[src/rtl/hazard_ctrl_unit.sv]
// Pipeline latch sequencer: turns cache hits, load-use, MEM-resolved redirects and halt
// into per-latch enable/flush strobes, with stall/flush counters and a dcache-wait watchdog.
module hazard_ctrl_unit #(
   parameter int unsigned DWAIT_MAX = 255
) (
   input  logic        CLK,
   input  logic        RST,
   input  logic        ihit,
   input  logic        dhit,
   input  logic        exmem_dREN,
   input  logic        exmem_dWEN,
   input  logic        exmem_halt,
   input  logic        exmem_redirect,
   input  logic        idex_dREN,
   input  logic [4:0]  idex_rd,
   input  logic [4:0]  ifid_rs1,
   input  logic [4:0]  ifid_rs2,
   output logic        pc_en,
   output logic        ifid_en,
   output logic        ifid_flush,
   output logic        idex_en,
   output logic        idex_flush,
   output logic        exmem_en,
   output logic        exmem_flush,
   output logic        exmem_dhit,
   output logic        memwb_en,
   output logic        memwb_flush,
   output logic        halted,
   output logic        mem_timeout,
   output logic [31:0] stall_cycles,
   output logic [15:0] flush_count
);

   typedef enum logic [1:0] {RUN, DWAIT, DRAIN, HALTED} state_t;

   localparam logic [7:0] L_DWAIT_MAX = 8'(DWAIT_MAX);

   state_t      r_state;
   logic [7:0]  r_waitCnt;
   logic        r_halted;
   logic        r_memTimeout;
   logic [31:0] r_stallCycles;
   logic [15:0] r_flushCount;

   logic w_dstall;
   logic w_loadUse;
   logic w_istall;
   logic w_redirTaken;

   assign w_dstall  = (exmem_dREN | exmem_dWEN) & ~dhit;
   assign w_loadUse = idex_dREN && (idex_rd != 5'd0) &&
                      ((idex_rd == ifid_rs1) || (idex_rd == ifid_rs2));
   assign w_istall  = ~ihit;

   assign exmem_dhit   = dhit;
   assign halted       = r_halted;
   assign mem_timeout  = r_memTimeout;
   assign stall_cycles = r_stallCycles;
   assign flush_count  = r_flushCount;

   // A redirect under a pending dcache miss loses to dstall, so the branch stays frozen
   // in EX/MEM and is taken on the release cycle.
   always_comb begin
      pc_en        = 1'b1;
      ifid_en      = 1'b1;
      idex_en      = 1'b1;
      exmem_en     = 1'b1;
      memwb_en     = 1'b1;
      ifid_flush   = 1'b0;
      idex_flush   = 1'b0;
      exmem_flush  = 1'b0;
      memwb_flush  = 1'b0;
      w_redirTaken = 1'b0;
      if (RST) begin
         pc_en       = 1'b0;
         ifid_en     = 1'b0;
         idex_en     = 1'b0;
         exmem_en    = 1'b0;
         memwb_en    = 1'b0;
         ifid_flush  = 1'b1;
         idex_flush  = 1'b1;
         exmem_flush = 1'b1;
         memwb_flush = 1'b1;
      end else begin
         unique case (r_state)
            DRAIN: begin
               pc_en       = 1'b0;
               ifid_en     = 1'b0;
               idex_en     = 1'b0;
               exmem_en    = 1'b0;
               memwb_flush = 1'b1;
            end
            HALTED: begin
               pc_en    = 1'b0;
               ifid_en  = 1'b0;
               idex_en  = 1'b0;
               exmem_en = 1'b0;
               memwb_en = 1'b0;
            end
            RUN, DWAIT: begin
               if (exmem_halt) begin
                  pc_en       = 1'b0;
                  ifid_flush  = 1'b1;
                  idex_flush  = 1'b1;
                  exmem_flush = 1'b1;
               end else if (w_dstall) begin
                  pc_en       = 1'b0;
                  ifid_en     = 1'b0;
                  idex_en     = 1'b0;
                  exmem_en    = 1'b0;
                  memwb_flush = 1'b1;
               end else if (exmem_redirect) begin
                  ifid_flush   = 1'b1;
                  idex_flush   = 1'b1;
                  exmem_flush  = 1'b1;
                  w_redirTaken = 1'b1;
               end else if (w_loadUse) begin
                  pc_en      = 1'b0;
                  ifid_en    = 1'b0;
                  idex_flush = 1'b1;
               end else if (w_istall) begin
                  pc_en      = 1'b0;
                  ifid_flush = 1'b1;
               end
            end
         endcase
      end
   end

   // The watchdog only raises a sticky flag; recovery from a hung dcache is left to reset.
   always_ff @(posedge CLK) begin
      if (RST) begin
         r_state       <= RUN;
         r_waitCnt     <= 8'd0;
         r_halted      <= 1'b0;
         r_memTimeout  <= 1'b0;
         r_stallCycles <= 32'd0;
         r_flushCount  <= 16'd0;
      end else begin
         unique case (r_state)
            RUN, DWAIT: begin
               if (!pc_en) r_stallCycles <= r_stallCycles + 32'd1;
               if (w_redirTaken) r_flushCount <= r_flushCount + 16'd1;
               if (r_state == DWAIT) begin
                  if (r_waitCnt == L_DWAIT_MAX) r_memTimeout <= 1'b1;
                  r_waitCnt <= r_waitCnt + 8'd1;
               end
               if (exmem_halt) begin
                  r_state <= DRAIN;
               end else if (w_dstall) begin
                  r_state <= DWAIT;
                  if (r_state == RUN) r_waitCnt <= 8'd0;
               end else begin
                  r_state <= RUN;
               end
            end
            DRAIN: begin
               r_state  <= HALTED;
               r_halted <= 1'b1;
            end
            HALTED: begin
               r_state <= HALTED;
            end
         endcase
      end
   end

endmodule

[config.mk]
export PLATFORM = sky130hd
export DESIGN_NAME = hazard_ctrl_unit
export DESIGN_NICKNAME = d
export VERILOG_FILES = /design/src/rtl/hazard_ctrl_unit.sv
export SDC_FILE = /design/constraint.sdc
export NUM_CORES = 1
export LEC_CHECK = 0
export CAP_MARGIN = 20
export CORE_MARGIN = 10
export CORE_UTILIZATION = 40
export CTS_BUF_LIST = sky130_fd_sc_hd__clkbuf_4
export CTS_CLUSTER_SIZE = 30
export DETAILED_ROUTE_END_ITERATION = 10
export MAX_ROUTING_LAYER = met4
export PLACE_DENSITY_LB_ADDON = 0.1
export SLEW_MARGIN = 20
export SYNTH_ARGS = -nofsm -noshare
export SYNTH_HDL_FRONTEND = slang
export SYNTH_SLANG_ARGS = --single-unit
[constraint.sdc]
create_clock -name CLK -period 3.2 [get_ports CLK]
set_input_delay 0.64 -clock CLK [delete_from_list [all_inputs] [get_ports CLK]]
set_output_delay 0.64 -clock CLK [all_outputs]
set_load 0.01 [all_outputs]
======== Word level (Yosys, flattened, before mapping) ========
Index checks and enable logic that the tools add are counted.
storage, ports and cells
  bits of input ports ..................... 24
  flip-flop bits (word level) ............. 60
  word-level logic and storage cells ...... 80
operators by class
  equality and inequality tests ........... 6
  add/sub/neg operators ................... 3
  bitwise gates (word level) .............. 4
  muxes and demuxes ....................... 51
  reductions and logical operators ........ 10
operators with widths
  cell                     count
  $mux W1                  41
  $add A32 B1 Y32 const B  1
  $mux W8                  4
  $add A16 B1 Y16 const B  1
  $eq A5 B5 Y1             2
  $add A8 B1 Y8 const B    1
  $eq A8 B8 Y1 const B     1
  $pmux W1 S2              4
  $reduce_bool A5 Y1       1
  $eq A2 B2 Y1 const B     2
  $pmux W2 S2              1
  $reduce_and A2 Y1        2
  $reduce_or A2 Y1         2
  $reduce_and A3 Y1        1
  $eq A2 B1 Y1 const B     1
  $logic_and A1 B1 Y1      2
  $logic_not A2 Y1         1
  $mux W2                  1
  $not A1 Y1               2
  $and A1 B1 Y1            1
  $logic_or A1 B1 Y1       1
  $or A1 B1 Y1             1

======== Logic depth before layout (Yosys ltp) ========
Gate-level depths: netlist of run 1.
  word-level depth ........................ 11
  mapped depth ............................ 8
  mapped depth without buffers ............ 6

======== Least setup slack after synthesis of run 1 ========
No wires, ideal clock.
  path kind ............................... input port to output port
  from .................................... input port idex_rd[1]
  to ...................................... output port pc_en
  setup slack ............................. 654 ps
  buffers on the path ..................... 2
  data arrival time ....................... 1906 ps
  cell stages on the path ................. 5
  data required time ...................... 2560 ps
  path through ............................ or4_1 > o21ai_1 > o31a_4 > buf_2 > buf_4
on the way
  cells in the longest elaborated chain, start to end .. 9
  elaborated cells between the ends (all ways) .. 12
  classes of those cells .................. eq/ne (2); mux (6); reduce/logical (4)
RTL lines
  item                                                       line    source
  start: declaration                                         15      input logic [4:0] idex_rd,
  $eq A5 B5 Y1 or $reduce_bool A5 Y1 (tied branches)         52, 51
  $logic_or A1 B1 Y1 or $logic_and A1 B1 Y1 (tied branches)  52, 51
  $logic_and A1 B1 Y1 (*)                                    51      assign w_loadUse = idex_dREN && (idex_rd != 5'd0) &&
  $mux W1 (*)                                                117     end else if (w_loadUse) begin
  $mux W1 (*)                                                112     end else if (exmem_redirect) begin
  $mux W1 (*)                                                106     end else if (w_dstall) begin
  $mux W1 (*)                                                101     if (exmem_halt) begin
  $pmux W1 S2 (*)                                            85      unique case (r_state)
  $mux W1 (*)                                                74      if (RST) begin
  end: declaration                                           18      output logic pc_en,
Mark *: on every way between the ends. The rest lies on a longest branch, timed or not.

======== Worst setup path in the final report of run 1 ========
  from .................................... input port idex_rd[4]
  to ...................................... output port idex_flush
on the way
  cells in the longest elaborated chain, start to end .. 9
  elaborated cells between the ends (all ways) .. 12
  classes of those cells .................. eq/ne (2); mux (6); reduce/logical (4)
RTL lines
  item                                                       line    source
  $eq A5 B5 Y1 or $reduce_bool A5 Y1 (tied branches)         52, 51
  $logic_or A1 B1 Y1 or $logic_and A1 B1 Y1 (tied branches)  52, 51
  $logic_and A1 B1 Y1 (*)                                    51
  $mux W1 (*)                                                117
  $mux W1 (*)                                                112
  $mux W1 (*)                                                106
  $mux W1 (*)                                                101
  $mux W1 (*)                                                85
  $mux W1 (*)                                                74
  end: declaration                                           22      output logic idex_flush,
Marks and branches as above.

==> results.md, run 1 <==
* Status: complete, no violations
* Die footprint at 12300 sq um
* Setup WS pre-CTS at -0.270 ns
* HP Class: reg -> reg
* Clock Sinks at 60
* Share of layout cells above drive strength 1 at 12.3%
* HP Start: mem_timeout
* Clk Latency, worst-skew pair at 0.41 ns
* Fin. Hold Viols at 0
* Via count at 3270
* Reg2reg end: stall_cycles[15]
* Mapped Nets at 432
* Initial antenna violation count at 0
* Complex-gate fraction of the synthesized area at 12.5%
* FF+latch count, synth at 60
* I/O pin cnt at 84
* P_leak at 0.00161 uW
* Total CTS buffers at 9
* Synth Area in Simple Gates at 32.0%
* Final Skew at 0.0132 ns
* P&R area growth vs syn at 33.1%
* Final min period at 3.09 ns
* RSZ-0062 raised after global routing: no
* GRT overflow at 0
* Post-route DRC at 0
* Cell internal power dissipation at 1080 uW
* Finished Cell Area at 4410 sq um
* Combinational power share at 11.4%
* CP arrival at 2.45 ns
* Placer Congestion at 0.853
* Fin cells at 599
* Die Y-Extent at 111 microns
* CP Max Fanout at 3
* Least-Margin Pin Slew at 0.674 ns
* Final Cycle Share at 96.4%
* Nets at 516
* Pre-antenna DRT Iters at 4
* Die width at 111 microns
* Peak Freq at 324 MHz
* Crit end category: output pin
* Post-Route WL at 9.56 mm
* Synth Flop Type: dfxtp_1
* Final setup viols at 0
* Post-detail-place hpwl at 6.82 mm
* Post-synthesis sequential area ratio at 36.2%
* CTS hold repair buffers at 0
* H-tree depth at 3
* Slew headroom at 55.0%
* Largest family of logic cells by synthesized area: simple AND/OR/NAND/NOR gates
* Clock power share at 36.1%
* Inst Count DP at 581
* XOR/XNOR share of the synthesized area at 7.39%
* Worst R2R Start: r_state[1]
* Post-DRT Antenna Nets at 0
* Cells after Synth at 405
* Slew Limit Fails at 0
* Initial core utilization at 40.8%
* Reg power frac at 52.5%
* Clock transition at the registers of the reported paths at 0.10 ns
* Number of I/O port buffers at 83
* Total number of yosys warnings at 0
* Vias/cell at 5.46
* CTS tree: done
* Worst Path Required at 2.56 ns
* Initial DRC Count at 252
* GRT Util Overall at 15.9%
* Sw Share at 26.4%
* N_diodes at 0
* Final worst slack at 0.114 ns
* Critical Path Source Type: input port
* Final Power at 1460 uW
* Fin Hold WS at 0.485 ns
* R2R setup slack at 0.82 ns
* First-pass GRT wire length at 16.1 mm
* Ys async rst share at 0%
* Core ar. at 8130 sq um
* Sw Pwr at 385 uW
* Post-Syn Area at 3320 sq um
* Post-synthesis adder-cell area fraction at 1.13%
* Class of the most critical setup path: in -> out
* VDD IR max at 0.000233 V
* Worst-case reg-to-reg path depth at 6
* WHS Endpoint: mem_timeout
* Avg Inst Size Synth at 8.19 sq um
* Vias in the first global route at 3215
* Pwr/cell area at 331 nW/um^2
* Most frequent cells in the layout: 75 x clkdlybuf4s50_1, 62 x nor2_1, 60 x dfxtp_1
* Distinct cell type count after synthesis at 47
* Cell Rows at 33
* Largest net degree at the start of global routing at 50
* DP Area at 4260 sq um
* Post-synth EDFFs at 0
* Mux contribution to synthesized area at 6.07%
* Max-cap violations at 0
* Commonest non-fill, non-tap cell in the layout: clkdlybuf4s50_1
* Max clock buf depth at 2
* DR WL/cell at 16.0 microns
* Worst Hold Path Cells at 2
* Root Buffer: clkbuf_4
Yosys cell counts (7+ instances only):
cell       n  area (sq um)
and2_1     8          50.1
nor2_1    62           233
nand4_1   10          62.6
nor4_1    12          75.1
nand2_1   21          78.8
o31ai_1    7          52.6
nor2b_1   19           119
inv_1     11          41.3
mux2_2    17           191
and4_1     7          61.3
xor2_1    25           219
dfxtp_1   60          1200
nor3_1    13          65.1
nand3_1   24           120
clkbuf_1  17          63.8
or4_1      8          60.1
a21oi_1   17          85.1
and3_1    12          75.1
critical path, stage by stage:
cell             delay [ns]
clkdlybuf4s50_1        0.46
or4_4                  0.46
o21ai_4                0.16
buf_4                  0.13
nor2_1                 0.06
a31o_2                 0.25
dlygate4sd2_1          0.28
state kept, by name, indices dropped and copies added, names as in the netlist:
| signal | count |
|---|---|
| halted | 1 |
| mem_timeout | 1 |
| stall_cycles | 32 |
| r_waitCnt | 8 |
| r_state | 2 |
| flush_count | 16 |
metrics by stage:
step	TNS, ns	util [%]
after global routing	0	54.3
after CTS	-0.00353	54.1
final	0	54.3
after floorplan	0	-
after global placement	-0.855	52.3
after detailed placement	-1.45	52.3
power by group through the flow:
stage                     Sequential [uW]  Clock [uW]  Combinational, uW
after floorplan                       780           0               85.9
after global placement                784           0                163
after detailed placement              784           0                165
after CTS                             767         540                167
after global routing                  769         571                184
final                                 767         528                167
cell type report:
| class | instances | area (sq um) |
|---|---|---|
| repair buffers | 98 | 933 |
| fillers | 800 | 3720 |
| clock inverters | 6 | 55.1 |
| well taps | 105 | 131 |
| flip-flops and latches | 60 | 1200 |
| multi-input cells | 309 | 1980 |
| inverters | 11 | 41.3 |
| clock buffers | 10 | 75.1 |
layer usage:
metal	vias to the layer above	track usage, %	routed length (microns)
met5	-	-	0
met4	0	5.23	136
met3	13	3.90	485
met2	96	23.5	4300
met1	1539	20.7	4650
li1	1622	-	-
logic make-up after synthesis:
logic type | Yosys count
compound gates | 57
flops | 60
simple gates | 203
xor+xnor | 28
mux | 18
buf+inv | 36
fa+ha+maj | 3
worst max path at each step:
| stage | startpoint | to | slack (ns) | cells past startpoint |
|---|---|---|---|---|
| after global routing | idex_rd[4] | pc_en | 0.05 | 8 |
| after detailed placement | idex_rd[3] | ifid_flush | -0.27 | 7 |
| final | idex_rd[4] | idex_flush | 0.11 | 7 |
| after global placement | idex_rd[3] | ifid_flush | -0.23 | 7 |
| after floorplan | idex_rd[1] | pc_en | 0.65 | 5 |
| after CTS | idex_rd[1] | ifid_en | -0.004 | 9 |
timing repair:
action	in CTS	in global routing
pin swaps	2	2
endpoints found under the hold margin	0	0
setup endpoints to repair	4	7
gates resized for setup	7	9
buffers inserted	2	0
(Power assumes the default switching activity.)
==> run 2, diff against run 1 <==
--- a/config.mk
+++ b/config.mk
@@ -13,7 +13,7 @@
 export DETAILED_ROUTE_END_ITERATION = 10
 export MAX_ROUTING_LAYER = met4
 export PLACE_DENSITY_LB_ADDON = 0.1
-export SLEW_MARGIN = 20
+export SLEW_MARGIN = 25
 export SYNTH_ARGS = -nofsm -noshare
 export SYNTH_HDL_FRONTEND = slang
 export SYNTH_SLANG_ARGS = --single-unit
==> results of run 2 <==
The final DEF is identical to that of run 1; final timing and power are the same.
==> run 3, diff against run 2 <==
--- a/config.mk
+++ b/config.mk
@@ -9,6 +9,7 @@
 export CORE_MARGIN = 10
 export CORE_UTILIZATION = 40
 export CTS_BUF_LIST = sky130_fd_sc_hd__clkbuf_4
+export CTS_CLUSTER_DIAMETER = 30
 export CTS_CLUSTER_SIZE = 30
 export DETAILED_ROUTE_END_ITERATION = 10
 export MAX_ROUTING_LAYER = met4
==> results of run 3 <==
The final DEF is identical to that of run 1; final timing and power are the same.
